**src/rtl/cypher_detector_param.sv**
```systemverilog
// Digit-serial code checker: compares strobed digits against a captured cypher,
// keeps a running sum, counts consecutive failures and locks out after MAX_FAIL.
module cypher_detector_param #(
    parameter int unsigned DIGIT_W     = 4,
    parameter int unsigned NUM_DIGITS  = 4,
    parameter int unsigned SUM_W       = 8,
    parameter int unsigned MAX_FAIL    = 3,
    parameter int unsigned LOCK_CYCLES = 16
) (
    input  logic                            clock,
    input  logic                            reset,
    input  logic [DIGIT_W*NUM_DIGITS-1:0]   cypher,
    input  logic [DIGIT_W-1:0]              num,
    input  logic                            read,
    input  logic                            clear,
    output logic [SUM_W-1:0]                sum,
    output logic                            right,
    output logic                            wrong,
    output logic                            locked,
    output logic [$clog2(MAX_FAIL+1)-1:0]   fail_count
);

    localparam int unsigned IW = $clog2(NUM_DIGITS);
    localparam int unsigned FW = $clog2(MAX_FAIL + 1);
    localparam int unsigned LW = (LOCK_CYCLES > 1) ? $clog2(LOCK_CYCLES) : 1;

    localparam logic [1:0] S_IDLE   = 2'd0;
    localparam logic [1:0] S_ENTRY  = 2'd1;
    localparam logic [1:0] S_RIGHT  = 2'd2;
    localparam logic [1:0] S_LOCKED = 2'd3;

    logic [1:0]                      state_q, state_d;
    logic [IW-1:0]                   idx_q, idx_d;
    logic                            mismatch_q, mismatch_d;
    logic [DIGIT_W*NUM_DIGITS-1:0]   cypher_q, cypher_d;
    logic [LW-1:0]                   lock_cnt_q, lock_cnt_d;
    logic [SUM_W-1:0]                sum_q, sum_d;
    logic                            right_q, right_d;
    logic                            wrong_q, wrong_d;
    logic                            locked_q, locked_d;
    logic [FW-1:0]                   fail_q, fail_d;
    logic [FW-1:0]                   fail_inc;
    logic [DIGIT_W-1:0]              digit_k;
    logic                            digit_ne;

    // Digit 0 lives in the most-significant slice of the captured cypher.
    always_comb begin
        digit_k = '0;
        for (int unsigned i = 0; i < NUM_DIGITS; i++) begin
            if (idx_q == IW'(i)) begin
                digit_k = cypher_q[(NUM_DIGITS-1-i)*DIGIT_W +: DIGIT_W];
            end
        end
    end

    assign digit_ne = (num != digit_k);
    assign fail_inc = fail_q + FW'(1);

    always_comb begin
        state_d    = state_q;
        idx_d      = idx_q;
        mismatch_d = mismatch_q;
        cypher_d   = cypher_q;
        lock_cnt_d = lock_cnt_q;
        sum_d      = sum_q;
        right_d    = right_q;
        wrong_d    = 1'b0;
        locked_d   = locked_q;
        fail_d     = fail_q;

        case (state_q)
            S_IDLE, S_RIGHT: begin
                if (clear) begin
                    state_d = S_IDLE;
                    right_d = 1'b0;
                end else if (read) begin
                    cypher_d   = cypher;
                    sum_d      = SUM_W'(num);
                    idx_d      = IW'(1);
                    mismatch_d = (num != cypher[DIGIT_W*NUM_DIGITS-1 -: DIGIT_W]);
                    right_d    = 1'b0;
                    state_d    = S_ENTRY;
                end
            end
            S_ENTRY: begin
                if (clear) begin
                    state_d    = S_IDLE;
                    sum_d      = '0;
                    idx_d      = '0;
                    mismatch_d = 1'b0;
                end else if (read) begin
                    sum_d = sum_q + SUM_W'(num);
                    if (idx_q == IW'(NUM_DIGITS - 1)) begin
                        idx_d      = '0;
                        mismatch_d = 1'b0;
                        if (!(mismatch_q || digit_ne)) begin
                            state_d = S_RIGHT;
                            right_d = 1'b1;
                            fail_d  = '0;
                        end else begin
                            wrong_d = 1'b1;
                            fail_d  = fail_inc;
                            if (fail_inc == FW'(MAX_FAIL)) begin
                                state_d    = S_LOCKED;
                                locked_d   = 1'b1;
                                lock_cnt_d = LW'(LOCK_CYCLES - 1);
                            end else begin
                                state_d = S_IDLE;
                            end
                        end
                    end else begin
                        idx_d      = idx_q + IW'(1);
                        mismatch_d = mismatch_q | digit_ne;
                    end
                end
            end
            S_LOCKED: begin
                // Counter is loaded with LOCK_CYCLES-1 so locked spans exactly LOCK_CYCLES cycles.
                if (lock_cnt_q == '0) begin
                    state_d  = S_IDLE;
                    locked_d = 1'b0;
                    fail_d   = '0;
                end else begin
                    lock_cnt_d = lock_cnt_q - LW'(1);
                end
            end
            default: state_d = S_IDLE;
        endcase
    end

    always_ff @(posedge clock or posedge reset) begin
        if (reset) begin
            state_q    <= S_IDLE;
            idx_q      <= '0;
            mismatch_q <= 1'b0;
            cypher_q   <= '0;
            lock_cnt_q <= '0;
            sum_q      <= '0;
            right_q    <= 1'b0;
            wrong_q    <= 1'b0;
            locked_q   <= 1'b0;
            fail_q     <= '0;
        end else begin
            state_q    <= state_d;
            idx_q      <= idx_d;
            mismatch_q <= mismatch_d;
            cypher_q   <= cypher_d;
            lock_cnt_q <= lock_cnt_d;
            sum_q      <= sum_d;
            right_q    <= right_d;
            wrong_q    <= wrong_d;
            locked_q   <= locked_d;
            fail_q     <= fail_d;
        end
    end

    assign sum        = sum_q;
    assign right      = right_q;
    assign wrong      = wrong_q;
    assign locked     = locked_q;
    assign fail_count = fail_q;

endmodule

```
**config.mk**
```make
export PLATFORM = sky130hd
export DESIGN_NAME = cypher_detector_param
export DESIGN_NICKNAME = d
export VERILOG_FILES = /design/src/rtl/cypher_detector_param.sv
export SDC_FILE = /design/constraint.sdc
export NUM_CORES = 1
export LEC_CHECK = 0
export BUFFER_PORTS_ARGS = -buffer_cell sky130_fd_sc_hd__buf_4
export CELL_PAD_IN_SITES_DETAIL_PLACEMENT = 2
export CELL_PAD_IN_SITES_GLOBAL_PLACEMENT = 2
export CORE_MARGIN = 2
export CORE_UTILIZATION = 32
export DETAILED_ROUTE_END_ITERATION = 8
export PLACE_DENSITY = 0.84
export SYNTH_ARGS = -nofsm -noshare
export SYNTH_HDL_FRONTEND = slang
export SYNTH_SLANG_ARGS = --single-unit
```
**constraint.sdc**
```tcl
create_clock -name clock -period 1.9 [get_ports clock]
set_input_delay 0.19 -clock clock [delete_from_list [all_inputs] [get_ports clock]]
set_output_delay 0.19 -clock clock [all_outputs]
set_load 0.01 [all_outputs]
```
# == Word level (Yosys, flattened, before mapping) ==
# Cells that the tools add are included.
# W data, S select, Z words.
# op_classes
add_sub_neg,4
eq_ne,22
n_mux,60
n_bitwise,2
reduce_logical,14
# op_table
operator,n
$mux W4,10
$mux W2,16
$mux W8,4
$mux W1,22
$ne A2 B2 Y1 const B,10
$pmux W8 S2,1
$reduce_and A7 Y1,2
$eq A2 B2 Y1 const B,5
$ne A3 B3 Y1 const B,3
$add A8 B4 Y8,1
$ne A4 B4 Y1,2
$pmux W2 S2,2
$pmux W4 S2,1
$reduce_and A4 Y1,2
$pmux W1 S2,3
$pmux W2 S3,1
$reduce_and A6 Y1,1
$reduce_and A5 Y1,1
$add A2 B1 Y2 const B,2
$eq A2 B1 Y1 const B,2
$logic_not A2 Y1,2
$logic_not A4 Y1,1
$reduce_bool A2 Y1,2
$sub A4 B1 Y4 const B,1
other kinds (5),5
# word_totals
regBits,38
input_bits,24
elab_cells,112

# == Logic depth before layout (Yosys ltp) ==
# Gate-level depths: netlist of run 1.
# logic_depth
word_depth,12
mapped_depth,9
depth_no_buf,8

# == Least setup slack after synthesis of run 1 ==
# No wires, ideal clock.
# synth_timing
path_kind,register -> register
from,reg idx_q[0]
to,reg lock_cnt_q[0]
setup_time_ps,104
arrival_time_ps,1854
path_slack_ps,-57
path_stages_with_launch,10
cell_sequence,dfrtp_1 > ha_1 > buf_4 > nor2b_1 > a211oi_2 > xor2_1 > nor3b_1 > and3_1 > buf_6 > o41ai_4
# synth_between
elab_chain_len,9
word_cells_on_any_way,13
cone_classes,6 x eq/ne; 4 x mux; 3 x reduce/logical
# synth_lines
element,line,rtl
"start, declared",33,"logic [IW-1:0] idx_q, idx_d;"
"start signal, assigned",145,idx_q <= idx_d;
$logic_not A2 Y1,50,if (idx_q == IW'(i)) begin
$mux W4 (4 in a row),50,
$ne A4 B4 Y1,56,assign digit_ne = (num != digit_k);
$logic_or A1 B1 Y1,96,if (!(mismatch_q || digit_ne)) begin
$ne A2 B2 Y1 (no line),n/a,
$reduce_and A7 Y1 (no line) *,n/a,
"end signal, assigned",148,lock_cnt_q <= lock_cnt_d;
"end, declared",36,"logic [LW-1:0] lock_cnt_q, lock_cnt_d;"
# Every way passes the cells marked *; elsewhere a longest branch is shown, timed or not.
# A chain may end at the register's enable or synchronous reset.

# == Final worst setup path of run 1 ==
# layout_timing
from,reg idx_q[1]
to,reg state_q[1]
# layout_between
elab_chain_len,12
word_cells_on_any_way,17
cone_classes,5 x eq/ne; 9 x mux; 3 x reduce/logical
# layout_lines
element,line,rtl
$logic_not A2 Y1,50,
$mux W4 (4 in a row),50,
$ne A4 B4 Y1,56,
$logic_or A1 B1 Y1,96,
$mux W2,96,
$mux W2,93,if (idx_q == IW'(NUM_DIGITS - 1)) begin
$mux W2,91,end else if (read) begin
$mux W2,86,if (clear) begin
$pmux W2 S3,71,case (state_q)
"end signal, assigned",144,state_q <= state_d;
"end, declared",32,"logic [1:0] state_q, state_d;"
# Several ways; a longest one is shown, not always the timed one. The select of a mux whose other input is x is not followed.

==> results.json, run 1 <==
{
  "ir_drop_v": 0.000438,
  "violations": "setup timing",
  "port_buffers": 36,
  "max_freq_mhz": 481,
  "synth_top_area_share": 0.436,
  "fp.dieW_um": 86.6,
  "period_needed_ns": 2.08,
  "cts.sinks": 38,
  "ant_nets": 0,
  "clk_latency_ns": 0.28,
  "synth_area_leaders": "dfrtp_1, mux2_2, ha_1, o21ai_0, xor2_1",
  "crit_fanout": 7,
  "drc_errors": 0,
  "design_area_um2": 2950,
  "r2r_setup_slack_ns": -0.18,
  "synth-edff-count": 0,
  "clk_pin_slew_worst_paths_ns": 0.07,
  "numCtsBuffers": 5,
  "fin_crit_sh": 1.09,
  "worstPathCellList": "buf_6, ha_4, inv_1, o22ai_2, o21a_1, nor3_4, and4_1, a221o_1",
  "drt-total-wl_um": 7250,
  "syn_to_final_growth_pct": 35.4,
  "place_area_um2": 2670,
  "fp-row-count": 30,
  "grt_max_degree": 17,
  "cts_root_buf": "clkbuf_8",
  "drv_cap": 0,
  "cp-startpoint": "idx_q[1]$_DFFE_PP0P_",
  "hold_ws_ns": 0.138,
  "crit_slowest_cell": "dfrtp_2",
  "critical_path_class": "register to register",
  "hold_violations": 0,
  "multi_input_area_um2": 1370,
  "worst_setup_path_end_kind": "register",
  "critPathMaxStageDelay_ns": 0.44,
  "antenna_found_initial": 0,
  "ys_top_cells_by_count": "dfrtp_1, mux2_2, nand2_1, o21ai_0, nor2_1",
  "n_antenna_cell": 0,
  "grt_pass1_vias": 2111,
  "critical_path_required_ns": 2.06,
  "synth_top_area_cell": "dfrtp_1",
  "routed_via_density": 5.37,
  "crit_end": "state_q[1]$_DFFE_PP0P_",
  "r2r_end": "state_q[1]$_DFFE_PP0P_",
  "rsz0062_at_grt": "yes",
  "fin_setup_tns_ns": -1.73,
  "fin_skew_ns": 0.00600,
  "pin_count": 37,
  "yosysMostFrequentCell": "dfrtp_1",
  "seqCellArea_um2": 955,
  "grt_pass1_wl_um": 11300,
  "p_per_area_nw_per_um2": 876,
  "ys_warn_count": 0,
  "maxSlewHeadroom": 0.626,
  "critPathLaunchType": "register",
  "core_um2": 6680,
  "p_leak_nw": 1.24,
  "drive_gt1_frac": 0.447,
  "min_path_type": "input pin to register",
  "syn_inst": 209,
  "wl_per_cell_um": 21.2,
  "htree_levels": 2,
  "r2r-start": "idx_q[1]$_DFFE_PP0P_",
  "num_vias": 1836,
  "syn_avg_cell_area_um2": 10.4,
  "outcome": "complete, but fails checks",
  "synth_seq_cells": 38,
  "syn_nets": 244,
  "ys_seq_area_frac": 0.436,
  "fp.dieH_um": 86.6,
  "final_util": 0.442,
  "async_flop_share": 1.00,
  "synth_cell_types": 45,
  "die-area_um2": 7490,
  "drt_iter0_drc": 88,
  "firstDrtPassIters": 4,
  "setup_viol": 12,
  "reg2regPathDepth": 8,
  "cts_tree": "built",
  "arrival_ns": 2.24,
  "hpwl_um": 5010,
  "syn-cell-area_um2": 2180,
  "clock_path_buffers": 2,
  "worst_pin_slew_ns": 0.560,
  "grtUsageTotal": 0.197,
  "ys.flop_type": "dfrtp_1",
  "nFillCells": 693,
  "routabilityCongestion": 0.725,
  "nets": 298,
  "overflow": 0,
  "initial_core_util": 0.326,
  "setup_slack_ns": -0.177,
  "finalMaxSlewViolations": 0
}
==> final cells by class <==
class,count,area share
Clock buffer,6,0.0280
Multi-Input combinational cell,156,0.464
Inverter,8,0.0119
Timing Repair Buffer,54,0.139
Tap cell,80,0.0339
Sequential cell,38,0.323
==> routing by layer <==
metal / routed length, µm / track usage / vias up
met3: 166 / 0.0276 / 9
met1: 3040 / 0.232 / 938
li1: - / - / 854
met2: 3940 / 0.366 / 35
met5: 0 / 0 / -
met4: 103 / 0.0611 / 0
==> worst max-delay path, delay by kind of cell, from the launching register on <==
family                     cells  cell delay [ns]
AOI/OAI and AO/OA              3             0.79
buffers and inverters          2             0.24
and+or+nand+nor                2             0.28
adders and majority gates      1             0.20
DFF                            1             0.44
==> through the flow <==
stage          cells  worst slack [ns]  total power, mW
2_1_floorplan    209           0.00206             1.53
3_3_place_gp     330            -0.158             1.77
3_5_place_dp     330            -0.240             1.82
4_1_cts          340            -0.153             2.47
5_1_grt          342            -0.231             2.73
6_report         342            -0.177             2.59
==> registers in the layout, summed over array words and instances, names as in the netlist <==
register	flops
right	1
lock_cnt_q	4
mismatch_q	1
locked	1
wrong	1
fail_count	2
cypher_q	16
sum	8
idx_q	2
state_q	2
==> where the power goes <==
part	internal [mW]	switching, mW	total [mW]
combinational	0.477	0.498	0.975
clock	0.280	0.268	0.548
sequential	0.933	0.129	1.06
total	1.69	0.896	2.59
==> timing repair <==
item	4_1_cts	5_1_grt
gates resized for setup	14	28
hold endpoints to repair	12	0
hold buffers	1	0
pin swaps	10	14
setup endpoints to repair	12	16
cloned	1	0
buffers inserted	3	2
==> worst min-delay path by stage <==
stage / endpoint / cells past startpoint / from
after floorplan: cypher_q[2]$_DFFE_PP0P_ / 1 / cypher[2]
after global placement: fail_count[1]$_DFFE_PP0P_ / 2 / reset
after detailed placement: fail_count[1]$_DFFE_PP0P_ / 2 / reset
after CTS: cypher_q[3]$_DFFE_PP0P_ / 2 / cypher[3]
after global routing: cypher_q[3]$_DFFE_PP0P_ / 2 / cypher[3]
final: cypher_q[3]$_DFFE_PP0P_ / 2 / cypher[3]
==> layout by cell type, fill, tap and decap left out, drive strengths merged, types with 2 or more instances in the layout <==
cell    count
a211oi      2
a21o        3
a21oi       7
a221oi      2
a31oi       2
and2        2
and3        2
buf        53
clkbuf      6
dfrtp      38
ha         10
inv         8
mux2       17
nand2      17
nand2b      3
nand3       2
nand3b      2
nor2       14
nor2b       5
nor3        5
nor3b       5
o211a       2
o211ai      2
o21ai      17
o22ai       5
o31ai       3
o41ai       4
or2         2
or3         2
xnor2       3
xor2        9
==> kinds of logic after synthesis <==
logic type               synth area share
XOR/XNOR                           0.0482
flip-flops                          0.436
AND/OR/NAND/NOR                     0.154
adder cells (fa/ha/maj)            0.0666
AO/OA/AOI/OAI                       0.173
buffers and inverters              0.0350
multiplexers                       0.0878
No activity file was read; power rests on OpenSTA's default activity.
==> run 2, diff against run 1 <==
--- a/config.mk
+++ b/config.mk
@@ -11,7 +11,8 @@
 export CORE_MARGIN = 2
 export CORE_UTILIZATION = 32
 export DETAILED_ROUTE_END_ITERATION = 8
-export PLACE_DENSITY = 0.84
+export GPL_TIMING_DRIVEN = 0
+export PLACE_DENSITY_LB_ADDON = 0.08
 export SYNTH_ARGS = -nofsm -noshare
 export SYNTH_HDL_FRONTEND = slang
 export SYNTH_SLANG_ARGS = --single-unit
==> run 2 against run 1 <==
Effect of this change:
- the run still ends with setup timing left
- via count down 1.7%
- sequential share of layout area up 0.57 points
- non-clock buffer count down 4
- critical path depth up 2
- clock power up 7.7%
- core utilization down 0.77 points
- worst hold slack worse by 0.056 ns
- first-iteration DRC count down 67%
- flip-flop and latch count unchanged
- critical path type unchanged
==> results.json, run 2 (synthesis results as in run 1) <==
{
  "grtUsageTotal": 0.176,
  "use_met2": 0.290,
  "worst_setup_path_end_kind": "register",
  "numCtsBuffers": 5,
  "period_needed_ns": 2.06,
  "htree_levels": 2,
  "fp.dieW_um": 86.6,
  "final_cell_mix": "buf_4, dfrtp_1, nand2_1, mux2_2, o21ai_0",
  "finalMaxSlewViolations": 0,
  "drt-total-wl_um": 6120,
  "r2r-start": "idx_q[1]$_DFFE_PP0P_",
  "die-area_um2": 7490,
  "p_leak_nw": 1.23,
  "maxSlewHeadroom": 0.423,
  "crit_end": "fail_count[1]$_DFFE_PP0P_",
  "outcome": "complete, but fails checks",
  "total_power_mw": 2.52,
  "place_ws_ns": -0.215,
  "critical_path_required_ns": 2.09,
  "reg2regPathDepth": 10,
  "grtUsageMet1": 0.240,
  "hpwl_um": 4230,
  "syn_to_final_growth_pct": 33.0,
  "top_usage_layer": "met2",
  "largest_register_ffs": 16,
  "regMostFlops": "cypher_q",
  "fp.dieH_um": 86.6,
  "r2r_setup_slack_ns": -0.16,
  "clk_pin_slew_worst_paths_ns": 0.08,
  "nets": 293,
  "cts_hold_buffers": 0,
  "crit_fanout": 5,
  "grt_util_met3": 0.0276,
  "routed_via_density": 5.32,
  "fin_skew_ns": 0.00634,
  "cts_tree": "built",
  "clock_path_buffers": 2,
  "worst_pin_slew_ns": 0.864,
  "fin_crit_sh": 1.08,
  "drive_gt1_frac": 0.436,
  "critical_path_class": "register to register",
  "drc_errors": 0,
  "firstDrtPassIters": 4,
  "clk_latency_ns": 0.29,
  "cts.sinks": 38,
  "port_buffers": 36,
  "fp-row-count": 30,
  "hold_violations": 0,
  "initial_core_util": 0.326,
  "ant_nets": 0,
  "critPathLaunchType": "register",
  "wl_per_cell_um": 18.0,
  "max_freq_mhz": 486,
  "grt_pass1_wl_um": 10200,
  "min_path_type": "input pin to asynchronous set/reset pin",
  "drv_cap": 0,
  "drt_iter0_drc": 29,
  "r2r_end": "fail_count[1]$_DFFE_PP0P_",
  "antenna_found_initial": 0,
  "cp-startpoint": "idx_q[1]$_DFFE_PP0P_",
  "grt_max_degree": 39,
  "routabilityCongestion": 0.738,
  "arrival_ns": 2.25,
  "ir_drop_v": 0.000270,
  "pin_count": 37,
  "core_um2": 6680,
  "violations": "setup timing",
  "n_antenna_cell": 0,
  "layout_commonest_cell": "buf_4",
  "p_per_area_nw_per_um2": 867,
  "cts_root_buf": "clkbuf_8",
  "rsz0062_at_grt": "yes",
  "grt_pass1_vias": 1956,
  "overflow": 0,
  "setup_viol": 12,
  "num_vias": 1805,
  "setup_slack_ns": -0.157
}
## run 2: worst min-delay path by stage
stage,endpoint,slack [ns],cells after the start
floorplan,cypher_q[2]$_DFFE_PP0P_,0.34,1
global placement,cypher_q[1]$_DFFE_PP0P_,0.42,2
detailed placement,cypher_q[1]$_DFFE_PP0P_,0.43,2
CTS,lock_cnt_q[2]$_DFFE_PP0P_,0.12,2
global route,cypher_q[2]$_DFFE_PP0P_,0.12,2
finish,cypher_q[8]$_DFFE_PP0P_,0.08,2
## run 2: through the flow
step | hold slack, ns | TNS (ns) | utilization | area [µm²] | instances
6_report | 0.0813 | -1.36 | 0.434 | 2900 | 339
5_1_grt | 0.120 | -2.61 | 0.434 | 2900 | 339
4_1_cts | 0.121 | -1.26 | 0.427 | 2850 | 339
3_5_place_dp | 0.427 | -1.97 | 0.390 | 2610 | 325
3_3_place_gp | 0.425 | -1.73 | 0.390 | 2610 | 325
2_1_floorplan | 0.342 | 0 | - | 2230 | 209
## run 2: area by class of cell
| class | count | area [µm²] |
|---|---|---|
| Fill cell | 699 | 3780 |
| Multi-Input combinational cell | 155 | 1350 |
| Sequential cell | 38 | 955 |
| Timing Repair Buffer | 43 | 330 |
| Tap cell | 80 | 100 |
| Clock buffer | 7 | 86.3 |
| Buffer | 7 | 40.0 |
| Inverter | 8 | 35.0 |
| Clock inverter | 1 | 5.00 |
## run 2: critical path, stage by stage (launching register included)
cell and delay, ns:
dfrtp_2 0.46, buf_6 0.14, ha_4 0.17, buf_4 0.14, nand2b_4 0.10, o22ai_4 0.09, nor3_2 0.23, nor3b_2 0.08
and3_4 0.20, buf_6 0.14, o41ai_2 0.20
## run 2: timing repair
action / CTS / global route
resized for setup: 26 / 12
endpoints found under the setup margin: 14 / 19
cloned: 1 / 0
setup buffers: 6 / 0
pin swaps: 13 / 4
## run 2: layer usage
| layer | share of wire | vias to the layer above |
|---|---|---|
| met3 | 0.029 | 6 |
| met1 | 0.48 | 921 |
| met5 | 0 | - |
| li1 | - | 844 |
| met4 | 0.010 | 0 |
| met2 | 0.48 | 34 |
## run 2: power by group
group / leakage, nW / switching [mW] / total (mW) / internal (mW)
registers: 0.451 / 0.124 / 1.06 / 0.932
logic: 0.726 / 0.429 / 0.871 / 0.442
clock network: 0.0482 / 0.296 / 0.590 / 0.293
total: 1.23 / 0.849 / 2.52 / 1.67
==> run 3, diff against run 2 <==
--- a/config.mk
+++ b/config.mk
@@ -13,6 +13,7 @@
 export DETAILED_ROUTE_END_ITERATION = 8
 export GPL_TIMING_DRIVEN = 0
 export PLACE_DENSITY_LB_ADDON = 0.08
+export SETUP_SLACK_MARGIN = 0.02
 export SYNTH_ARGS = -nofsm -noshare
 export SYNTH_HDL_FRONTEND = slang
 export SYNTH_SLANG_ARGS = --single-unit
==> run 3 against run 2 <==
Effect of this change:
- the run still ends with setup timing left
- sequential power about the same
- non-clock buffer count decreased by 3
- via count is 1.6% lower
- routed wire length down 2.1%
- global-route usage decreased by 0.28 points
- setup slack improved by 0.030 ns
- critical path depth down 1
- highest routed layer unchanged
==> results.json, run 3 (synthesis results as in run 1) <==
{
  "numCtsBuffers": 5,
  "cp-startpoint": "idx_q[1]$_DFFE_PP0P_",
  "p_per_area_nw_per_um2": 911,
  "htree_levels": 2,
  "cts_root_buf": "clkbuf_8",
  "drive_gt1_frac": 0.431,
  "pin_count": 37,
  "grt_max_degree": 39,
  "critPathMaxStageDelay_ns": 0.45,
  "grt_pass1_wl_um": 9860,
  "drc_errors": 0,
  "place_ws_ns": -0.239,
  "maxSlewHeadroom": 0.436,
  "nets": 290,
  "arrival_ns": 2.21,
  "crit_fanout": 8,
  "critical_path_required_ns": 2.08,
  "critPathLaunchType": "register",
  "drt_iter0_drc": 27,
  "die-area_um2": 7490,
  "antenna_found_initial": 0,
  "min_path_type": "input pin to asynchronous set/reset pin",
  "rsz0062_at_grt": "yes",
  "cts_hold_buffers": 0,
  "r2r-start": "idx_q[1]$_DFFE_PP0P_",
  "hpwl_um": 4420,
  "critical_path_class": "register to register",
  "violations": "setup timing",
  "cpLargestDelayFamily": "simple AND/OR/NAND/NOR gates",
  "drv_cap": 0,
  "worst_setup_path_end_kind": "register",
  "max_freq_mhz": 493,
  "regMostFlops": "cypher_q",
  "clk_latency_ns": 0.29,
  "cts.sinks": 38,
  "overflow": 0,
  "worst_pin_slew_ns": 0.845,
  "crit_cells": 9,
  "crit_buf_inv": 2,
  "firstDrtPassIters": 4,
  "p_leak_nw": 1.22,
  "fin_skew_ns": 0.00759,
  "routabilityCongestion": 0.730,
  "period_needed_ns": 2.03,
  "worstPathCellList": "inv_4, ha_4, a211oi_4, a211oi_2, xor2_1, nor3b_2, and3_4, buf_6, o21ai_1",
  "initial_core_util": 0.326,
  "num_vias": 1777,
  "finalMaxSlewViolations": 0,
  "r2r_end": "lock_cnt_q[1]$_DFFE_PP0P_",
  "reg2regPathDepth": 9,
  "fp.dieW_um": 86.6,
  "cts_tree": "built",
  "final_cell_mix": "buf_4, dfrtp_1, nand2_1, mux2_2, o21ai_0",
  "grt_pass1_vias": 1883,
  "syn_to_final_growth_pct": 32.3,
  "fp-row-count": 30,
  "n_antenna_cell": 0,
  "hold_violations": 0,
  "drt-total-wl_um": 5990,
  "port_buffers": 36,
  "core_um2": 6680,
  "finalNonFillerCells": 335,
  "crit_end": "lock_cnt_q[1]$_DFFE_PP0P_",
  "wl_per_cell_um": 17.9,
  "crit_slowest_cell": "dfrtp_2",
  "outcome": "complete, but fails checks",
  "clock_path_buffers": 2,
  "fin_setup_tns_ns": -1.23,
  "clk_pin_slew_worst_paths_ns": 0.08,
  "dp_cells": 325,
  "grtUsageTotal": 0.173,
  "fin_crit_sh": 1.07,
  "ant_nets": 0,
  "ir_drop_v": 0.000337,
  "setup_slack_ns": -0.128,
  "r2r_setup_slack_ns": -0.13,
  "setup_viol": 12,
  "layout_commonest_cell": "buf_4",
  "fp.dieH_um": 86.6,
  "largest_register_ffs": 16,
  "routed_via_density": 5.30
}
[run 3: changes by cell type in the layout (fill, tap and decap cells not counted), moves of 2 or more]
cell      change
nor3_1        +3
nor3_2        -3
o21ai_0       -3
buf_4         -2
clkbuf_1      -2
o21ai_1       +2
o22ai_2       +2
o22ai_4       -2
[run 3: how the worst min path moves through the flow]
stage | startpoint | endpoint | slack (ns) | cells past startpoint
floorplan | cypher[2] | cypher_q[2]$_DFFE_PP0P_ | 0.34 | 1
global placement | cypher[8] | cypher_q[8]$_DFFE_PP0P_ | 0.42 | 2
detailed placement | reset | cypher_q[6]$_DFFE_PP0P_ | 0.43 | 2
CTS | reset | cypher_q[6]$_DFFE_PP0P_ | 0.11 | 2
global route | cypher[1] | cypher_q[1]$_DFFE_PP0P_ | 0.11 | 2
finish | reset | cypher_q[7]$_DFFE_PP0P_ | 0.07 | 2
[run 3: final cells by class]
cell class	instances	area, µm²
well taps	80	100
repair buffers	40	304
flip-flops and latches	38	953
fillers	708	3800
clock inverters	1	30.0
clock buffers	6	82.6
multi-input cells	155	1340
inverters	8	35.0
plain buffers	7	41.3
[run 3: what timing repair did]
action                                  in CTS  in global routing
cloned                                       1                  0
resized for setup                           18                 15
setup buffers                                2                  1
pin swaps                                    5                 11
endpoints found under the setup margin      13                 18
[run 3: metal layers]
layer | vias to the layer above | part of all wire | track usage
li1 | 838 | - | -
met5 | - | 0 | 0
met3 | 5 | 0.029 | 0.0352
met4 | 0 | 0.011 | 0.0469
met1 | 908 | 0.46 | 0.226
met2 | 26 | 0.50 | 0.290
[run 3: through the flow]
step / cell area [µm²] / utilization / hold WS (ns) / power (mW)
final: 2890 / 0.432 / 0.0661 / 2.63
after floorplan: 2270 / - / 0.342 / 1.56
after detailed placement: 2640 / 0.396 / 0.428 / 1.82
after global routing: 2890 / 0.432 / 0.113 / 2.79
after global placement: 2640 / 0.396 / 0.424 / 1.78
after CTS: 2830 / 0.424 / 0.111 / 2.63
[run 3: where the power goes]
| part | switching, mW | total (mW) | internal, mW |
|---|---|---|---|
| combinational | 0.417 | 0.853 | 0.435 |
| sequential | 0.124 | 1.06 | 0.932 |
| clock | 0.301 | 0.721 | 0.420 |
| total | 0.842 | 2.63 | 1.79 |
